## src/rtl/instr_mem_loader.sv

```systemverilog
// Boot-time instruction-memory loader.
// Takes a byte stream made of a 16-bit word-count header followed by words sent MSB-first.
// Assembles 32-bit instructions and writes each one through the instruction-memory write port.
// Every output is a flop. The state-decoded outputs are loaded from the next state, so they
// line up with the state register.
module instr_mem_loader #(
  parameter int ADDR_W = 8,
  parameter int DATA_W = 32
) (
  input  logic              clk,
  input  logic              rst_n,
  input  logic              start,
  input  logic              in_valid,
  input  logic [7:0]        in_data,
  output logic              in_ready,
  output logic              mem_we,
  output logic [ADDR_W+1:0] mem_addr,
  output logic [DATA_W-1:0] mem_wdata,
  output logic              busy,
  output logic              done,
  output logic              error,
  output logic [ADDR_W:0]   words_loaded
);

  // Largest legal header count, sized one bit wider than the 16-bit count so that
  // DEPTH = 2**ADDR_W is representable.
  localparam logic [16:0] DEPTH_C = 17'(1) << ADDR_W;

  typedef enum logic [2:0] {
    S_IDLE,
    S_HDR_HI,
    S_HDR_LO,
    S_COLLECT,
    S_WRITE,
    S_DONE,
    S_ERR
  } state_e;

  state_e              state_q, state_d;
  logic [15:0]         count_q, count_d;
  logic [1:0]          bcnt_q, bcnt_d;
  logic [DATA_W-1:0]   word_q, word_d;
  logic [ADDR_W:0]     wl_q, wl_d;
  logic [ADDR_W+1:0]   mem_addr_q, mem_addr_d;
  logic [DATA_W-1:0]   mem_wdata_q, mem_wdata_d;
  logic                mem_we_q, mem_we_d;
  logic                in_ready_q, in_ready_d;
  logic                busy_q, busy_d;
  logic                done_q, done_d;
  logic                error_q, error_d;

  logic                hs;
  logic [15:0]         hdr_full;

  assign hs       = in_valid && in_ready_q;
  assign hdr_full = {count_q[15:8], in_data};

  // State register plus all datapath and output flops; async reset clears everything.
  always_ff @(posedge clk or negedge rst_n) begin
    if (!rst_n) begin
      state_q     <= S_IDLE;
      count_q     <= '0;
      bcnt_q      <= '0;
      word_q      <= '0;
      wl_q        <= '0;
      mem_addr_q  <= '0;
      mem_wdata_q <= '0;
      mem_we_q    <= 1'b0;
      in_ready_q  <= 1'b0;
      busy_q      <= 1'b0;
      done_q      <= 1'b0;
      error_q     <= 1'b0;
    end else begin
      state_q     <= state_d;
      count_q     <= count_d;
      bcnt_q      <= bcnt_d;
      word_q      <= word_d;
      wl_q        <= wl_d;
      mem_addr_q  <= mem_addr_d;
      mem_wdata_q <= mem_wdata_d;
      mem_we_q    <= mem_we_d;
      in_ready_q  <= in_ready_d;
      busy_q      <= busy_d;
      done_q      <= done_d;
      error_q     <= error_d;
    end
  end

  // Next-state logic, header/word assembly and the write-port load.
  always_comb begin
    state_d     = state_q;
    count_d     = count_q;
    bcnt_d      = bcnt_q;
    word_d      = word_q;
    wl_d        = wl_q;
    mem_addr_d  = mem_addr_q;
    mem_wdata_d = mem_wdata_q;

    unique case (state_q)
      S_IDLE, S_DONE, S_ERR: begin
        if (start) begin
          count_d = '0;
          bcnt_d  = '0;
          word_d  = '0;
          wl_d    = '0;
          state_d = S_HDR_HI;
        end
      end
      S_HDR_HI: begin
        if (hs) begin
          count_d[15:8] = in_data;
          state_d       = S_HDR_LO;
        end
      end
      S_HDR_LO: begin
        if (hs) begin
          count_d[7:0] = in_data;
          if (hdr_full == 16'd0) begin
            state_d = S_DONE;
          end else if ({1'b0, hdr_full} > DEPTH_C) begin
            state_d = S_ERR;
          end else begin
            state_d = S_COLLECT;
          end
        end
      end
      S_COLLECT: begin
        if (hs) begin
          word_d = {word_q[DATA_W-9:0], in_data};
          bcnt_d = bcnt_q + 2'd1;
          if (bcnt_q == 2'd3) begin
            // The address and data for the write port are latched here,
            // so they stay valid through WRITE and hold their values afterwards.
            mem_addr_d  = {wl_q[ADDR_W-1:0], 2'b00};
            mem_wdata_d = word_d;
            state_d     = S_WRITE;
          end
        end
      end
      S_WRITE: begin
        // words_loaded doubles as the word index. It is one bit wider than the
        // address, so a full-depth image ends at DEPTH rather than wrapping to 0.
        wl_d    = wl_q + 1'b1;
        state_d = (16'(wl_d) == count_q) ? S_DONE : S_COLLECT;
      end
      default: state_d = S_IDLE;
    endcase
  end

  // Moore outputs decoded from the next state, so the flops match the state register.
  always_comb begin
    in_ready_d = 1'b0;
    busy_d     = 1'b1;
    done_d     = 1'b0;
    error_d    = 1'b0;
    mem_we_d   = 1'b0;
    unique case (state_d)
      S_IDLE:                        busy_d     = 1'b0;
      S_HDR_HI, S_HDR_LO, S_COLLECT: in_ready_d = 1'b1;
      S_WRITE:                       mem_we_d   = 1'b1;
      S_DONE: begin
        busy_d = 1'b0;
        done_d = 1'b1;
      end
      S_ERR: begin
        busy_d  = 1'b0;
        error_d = 1'b1;
      end
      default:                       busy_d     = 1'b0;
    endcase
  end

  assign in_ready     = in_ready_q;
  assign mem_we       = mem_we_q;
  assign mem_addr     = mem_addr_q;
  assign mem_wdata    = mem_wdata_q;
  assign busy         = busy_q;
  assign done         = done_q;
  assign error        = error_q;
  assign words_loaded = wl_q;

endmodule

```

## config.mk

```make
export PLATFORM = sky130hd
export DESIGN_NAME = instr_mem_loader
export DESIGN_NICKNAME = d
export VERILOG_FILES = /design/src/rtl/instr_mem_loader.sv
export SDC_FILE = /design/constraint.sdc
export NUM_CORES = 1
export LEC_CHECK = 0
export ABC_AREA = 1
export CORE_ASPECT_RATIO = 1.2
export CORE_MARGIN = 2
export CORE_UTILIZATION = 30
export DETAILED_ROUTE_END_ITERATION = 10
export MAX_ROUTING_LAYER = met4
export PLACE_DENSITY_LB_ADDON = 0.05
export SLEW_MARGIN = 25
export SYNTH_ARGS = -nofsm -noshare
export SYNTH_HDL_FRONTEND = slang
export SYNTH_SLANG_ARGS = --single-unit
```

## constraint.sdc

```tcl
create_clock -name clk -period 1.6 [get_ports clk]
set_clock_uncertainty 0.1 [all_clocks]
set_input_delay 0.32 -clock clk [delete_from_list [all_inputs] [get_ports clk]]
set_output_delay 0.32 -clock clk [all_outputs]
set_load 0.05 [all_outputs]
```

-- Word level (Yosys, flattened, before mapping)
Cells that the tools add are included.
- add/sub/neg operators: 2
- $mul: 0
- divide/modulo/power cells: 0
- magnitude comparators: 1
- equality and inequality tests: 18
- shift-type cells: 0
- multiplexer cells: 26
- bitwise gates (word level): 0
- reductions and logical operators: 15
- operators with widths (operator ; number):
    two-way mux 24 bit ; 2
    one-hot mux 24 bit (2 select lines) ; 1
    one-hot mux 8 bit (2 select lines) ; 2
    two-way mux 3 bit ; 8
    == test 3 bit (second input constant) ; 6
    one-hot mux 9 bit (2 select lines) ; 1
    == test 9 x 16 -> 1 bit ; 1
    > comparator 16 x 9 -> 1 bit (second input constant) ; 1
    zero test 16 bit ; 1
    two-way mux 16 bit ; 1
    one-hot mux 3 bit (5 select lines) ; 1
    == test 3 x 2 -> 1 bit (second input constant) ; 4
    AND reduction 3 bit ; 4
    adder 9 x 1 -> 9 bit (second input constant) ; 1
    two-way mux 9 bit ; 1
    two-way mux 8 bit ; 1
    != test 2 bit (second input constant) ; 4
    nonzero test 2 bit ; 4
    == test 3 x 1 -> 1 bit (second input constant) ; 2
    OR reduction 3 bit ; 2
    two-way mux 1 bit ; 5
    two-way mux 2 bit ; 2
    one-hot mux 2 bit (2 select lines) ; 1
    OR reduction 4 bit ; 1
    other kinds (5) ; 5
- register bits: 99
- latch bits: 0
- RAM bits: 0
- bits in read-only memories: 0
- output and inout port bits: 56
- memories kept: 0

-- Longest topological paths before layout
- word-level depth: 8
- mapped depth: 14

-- Worst setup path after synthesis
OpenSTA, ideal clock, no wires.
- path type: reg-to-reg
- start point: register wl_q[1], in the netlist words_loaded[1]
- end point: register busy_q, in the netlist busy
- data arrival time: 1907 ps
- required time: 1371 ps
- setup slack: -536 ps
- cell stages (with the launch flop): 15
- path buffers: 0
- cell sequence: dfrtp_1 -> ha_1 -> nand2_2 -> nor2_4 -> nand2_1 -> nand2_2 -> nor2_2 -> nor2_4 -> nand2_1 -> nor2_2 -> nand2_1 -> nand2_1 -> nand3_2 -> nand2_2 -> nand2_1
- word-level cells in the longest chain between the ends: 7
- ends and longest elaborated chain (element ; line ; text):
    start: declaration ; 43 ; logic [ADDR_W:0] wl_q, wl_d;
    start signal: assignment ; 78 ; wl_q <= wl_d;
    adder 9 x 1 -> 9 bit (*) ; 143 ; wl_d = wl_q + 1'b1;
    == test 9 x 16 -> 1 bit (*) ; 144 ; state_d = (16'(wl_d) == count_q) ? S_DONE : S_COLLECT;
    two-way mux 3 bit (*) ; 144 ;
    one-hot mux 3 bit (5 select lines) (*) ; 99 ; unique case (state_q)
    == test 3 bit, or another cell as far along ; 157 ; unique case (state_d)
    OR reduction 4 bit (no line) (*) ; - ;
    two-way mux 1 bit (*) ; 157 ;
    net busy_d ; 48 ; logic busy_q, busy_d;
    end signal: assignment ; 83 ; busy_q <= busy_d;
    end: declaration ; 48 ;
The timed path passes the listed nets; every way through them passes the cells marked *.
A chain may end at the register's enable or synchronous reset.

-- Worst setup path in the final report
- start point: register wl_q[0], in the netlist words_loaded[0]
- end point: register error_q, in the netlist error
- word-level cells in the longest chain between the ends: 6
- ends and longest elaborated chain (element ; line ; text):
    adder 9 x 1 -> 9 bit ; 143 ;
    == test 9 x 16 -> 1 bit ; 144 ;
    two-way mux 3 bit ; 144 ;
    one-hot mux 3 bit (5 select lines) ; 99 ;
    net state_d[1] ; 39 ; state_e state_q, state_d;
    == test 3 bit ; 157 ;
    two-way mux 1 bit ; 157 ;
    net error_d ; 50 ; logic error_q, error_d;
    end signal: assignment ; 85 ; error_q <= error_d;
    end: declaration ; 50 ;
The timed path passes the listed nets, and every way through them passes these cells.

==> impl_summary.txt <==
----------------------------------------------------
[Run status]
  Run status ... finished with violations
  Violations in the final reports ... setup timing

[Power]
  Cell-internal power ... 6.35 mW
  Clock power frac ... 0.213
  Power after layout ... 10.2 mW
  Static leakage ... 3.42 nW
  Sw Share ... 0.380
  Net switching component of the power ... 3.89 mW
  Areal power density over the cells ... 1350 nW/µm²
  Combinational share of power ... 0.451
  Worst ir drop on vdd ... 669 µV
  Sequential share of power ... 0.336

[Synth]
  Synth warn ... 0
  Post-synth top area cell ... sky130_fd_sc_hd__dfrtp_1
  Flip-flop and latch count after synthesis ... 99
  Netlist cell types ... 24
  Avg Inst Size Synth ... 8.67 µm²
  Proportion of synthesized chip area in sequential cells ... 0.575
  Post-Synthesis Cells ... 497
  Cell Area, Synth ... 4310 µm²
  Largest cells by area after synthesis ... sky130_fd_sc_hd__dfrtp_1 (58%), sky130_fd_sc_hd__nand2_1 (11%), sky130_fd_sc_hd__o21ai_0 (8.6%), sky130_fd_sc_hd__nand3_1 (7.2%), sky130_fd_sc_hd__inv_1 (4.6%)
  Fraction of post-synthesis cell area in the top cell type by area ... 0.575

[Routing]
  DRC Markers ... 0
  Post-detailed-routing wire length ... 13.2 mm
  Via/cell ratio ... 4.75
  Remaining antenna violation count after routing ... 0
  Drt first pass iters ... 4
  Via count ... 3901
  WL/cell ... 16.1 µm
  Starting DRT DRC Count ... 174

[Placement]
  Count of input and output buffers ... 65
  Placer congestion estimate ... 0.837
  Post-DP Area ... 6250 µm²
  Total half-perimeter wirelength after legalization and detailed placement ... 8.83 mm

[Timing]
  Maximum clock rate ... 543 MHz
  Total count of hold-check failures in the final report ... 0
  Final max-slew violation count ... 0
  Final period demand of the worst path ... 1840 ps
  RSZ-0062 raised after global routing ... true
  Aggregate negative setup slack ... -2290 ps
  Setup slack of the critical path after layout ... -243 ps
  Share of the clock period used by the worst path after layout ... 1.15
  Final worst hold slack ... 409 ps
  Count of final setup violators ... 62

[Run]
  Maximum capacitance violations ... 0

[Critical path]
  Required arrival time at the worst endpoint ... 1740 ps
  End of the worst register-to-register path ... error
  Category of the critical setup timing path ... reg -> reg
  Worst reg-to-reg setup slack ... -240 ps
  Launching point of the worst reg2reg path ... words_loaded[0]
  CP arrival ... 1980 ps
  FF-to-FF path depth ... 14
  Max FO, Critical Path ... 4
  Kind of capture point of the worst setup path ... flip-flop
  CP startpoint kind ... flip-flop

[Final layout]
  Post-synthesis to final-layout area growth ... 75.6%
  Leading cell types in the layout, fill and taps excluded ... sky130_fd_sc_hd__dfrtp_1 (91), sky130_fd_sc_hd__nand2_1 (79), sky130_fd_sc_hd__buf_12 (67)
  Fraction of final layout cells with drive strength greater than 1 ... 0.472
  Diode insertion count for antenna repair ... 0
  Area of all placed cells without fillers ... 7560 µm²
  Most common library cell in the layout ignoring fill and taps ... sky130_fd_sc_hd__dfrtp_1
  Number of nets in the layout ... 659
  Number of filler instances in the final layout ... 1258

[Floorplan]
  Width of the die ... 113 µm
  Initial Utilization ... 0.309
  # IOs ... 68
  Die Footprint ... 15300 µm²
  CORE AREA ... 13900 µm²
  Die Ht ... 135 µm
  FP Rows ... 47

[GRT]
  GRT Util Overall ... 0.163
  First-pass GRT wire length ... 18.9 mm
  Number of antenna violations at the first check in global routing ... 0
  Vias in the first global route ... 3594
  Largest net degree at the start of global routing ... 71
  Total global routing overflow ... 0

[Clocking]
  Clock network latency to the later pin of the worst-skew pair ... 340 ps
  Worst-case clock buffer depth ... 2
  Clk slew on worst S/H paths ... 70 ps
  CTS tree ... done
  Number of buffers added by the clock tree synthesis step ... 9
  Clock H-tree levels ... 3
  Number of sinks on the clock net ... 99
  Root Buffer Master ... sky130_fd_sc_hd__clkbuf_16

[Worst hold path]
  Path class of the lowest-slack min-delay path ... in -> async

----------------------------------------------------
[critical path: stages (launching register included)]
cell and delay [ps]:
sky130_fd_sc_hd__dfrtp_2 440, sky130_fd_sc_hd__ha_4 280, sky130_fd_sc_hd__inv_2 30, sky130_fd_sc_hd__nand2_1 50, sky130_fd_sc_hd__nand2_1 50, sky130_fd_sc_hd__nor2_1 80, sky130_fd_sc_hd__nand2_1 50, sky130_fd_sc_hd__nor2_1 80
sky130_fd_sc_hd__nand3_1 80, sky130_fd_sc_hd__nor2_2 120, sky130_fd_sc_hd__nand2_1 80, sky130_fd_sc_hd__nand2_2 100, sky130_fd_sc_hd__nand2_1 80, sky130_fd_sc_hd__nand2_1 80, sky130_fd_sc_hd__inv_1 40
[registers in the layout (all words and copies together) (netlist names)]
register      count
mem_addr          8
busy              1
error             1
done              1
words_loaded      9
count_q          16
word_q           24
mem_we            1
mem_wdata        32
in_ready          1
state_q           3
bcnt_q            2
[cells by family (layout without fill, tap and decap cells)]
| kind of cell | count (synthesis) | count (layout) | synth area share |
|---|---|---|---|
| fa+ha+maj | 2 | 2 | 0.00581 |
| buf+inv | 77 | 228 | 0.0741 |
| other cells | 1 | 2 | 0.000870 |
| simple gates | 229 | 230 | 0.239 |
| compound gates | 89 | 89 | 0.105 |
| flops | 99 | 99 | 0.575 |
[power by group through the flow]
stage                     logic [mW]  clock network [mW]  registers, mW
after CTS                       3.66                2.24           3.38
after global routing            4.99                2.34           3.50
after global placement          3.45                   0           3.41
after floorplan                 1.57                   0           3.66
final                           4.62                2.19           3.44
after detailed placement        3.49                   0           3.43
[worst max path at each step]
stage | end | depth (start not counted) | start | slack, ps
4_1_cts | error | 14 | words_loaded[0] | -250
2_1_floorplan | busy | 14 | words_loaded[1] | -250
5_1_grt | error | 14 | words_loaded[1] | -380
3_3_place_gp | error | 8 | in_valid | -340
3_5_place_dp | error | 8 | in_valid | -400
6_report | error | 14 | words_loaded[0] | -240
[cell type report]
class / count / area [µm²] / area share
multi-input combinational: 323 / 2120 / 0.280
inverter: 59 / 226 / 0.0299
clock buffer: 11 / 233 / 0.0308
clock inverter: 5 / 61.3 / 0.00811
tap: 171 / 214 / 0.0283
timing repair buffer: 153 / 2220 / 0.294
sequential: 99 / 2490 / 0.329
[Yosys cell counts]
master,instances
sky130_fd_sc_hd__nand3_1,62
sky130_fd_sc_hd__nand2_1,125
sky130_fd_sc_hd__nor3_4,1
sky130_fd_sc_hd__a21oi_1,2
sky130_fd_sc_hd__nand2_4,1
sky130_fd_sc_hd__nor2_4,2
sky130_fd_sc_hd__nand3_2,2
sky130_fd_sc_hd__clkbuf_1,8
sky130_fd_sc_hd__nand4_1,5
sky130_fd_sc_hd__buf_4,2
sky130_fd_sc_hd__dfrtp_1,99
sky130_fd_sc_hd__nand2_2,8
sky130_fd_sc_hd__nor2_1,18
sky130_fd_sc_hd__o22ai_1,6
sky130_fd_sc_hd__nor2_2,5
sky130_fd_sc_hd__buf_2,6
sky130_fd_sc_hd__o21ai_1,7
sky130_fd_sc_hd__conb_1,1
sky130_fd_sc_hd__inv_1,53
sky130_fd_sc_hd__ha_1,2
sky130_fd_sc_hd__o21ai_0,74
sky130_fd_sc_hd__clkinv_1,1
sky130_fd_sc_hd__buf_6,2
sky130_fd_sc_hd__inv_2,5
[what timing repair did]
action,CTS,global route
hold buffers,1,0
setup buffers,2,7
endpoints found under the setup margin,37,94
pin swaps,2,6
hold endpoints to repair,99,0
resized for setup,24,210
gates cloned,0,12
[routing by layer]
layer,vias to the layer above,GRT usage,part of all wire
met1,1893,0.216,0.43
li1,1917,-,-
met4,0,0.0501,0.014
met2,74,0.257,0.52
met5,-,-,0
met3,17,0.0282,0.035
[per-stage QoR]
stage,util,cells,worst slack (ps)
2_1_floorplan,-,498,-251
3_3_place_gp,0.449,784,-342
3_5_place_dp,0.449,784,-398
4_1_cts,0.475,803,-254
5_1_grt,0.543,821,-379
6_report,0.543,821,-243
(Power assumes the default switching activity.)
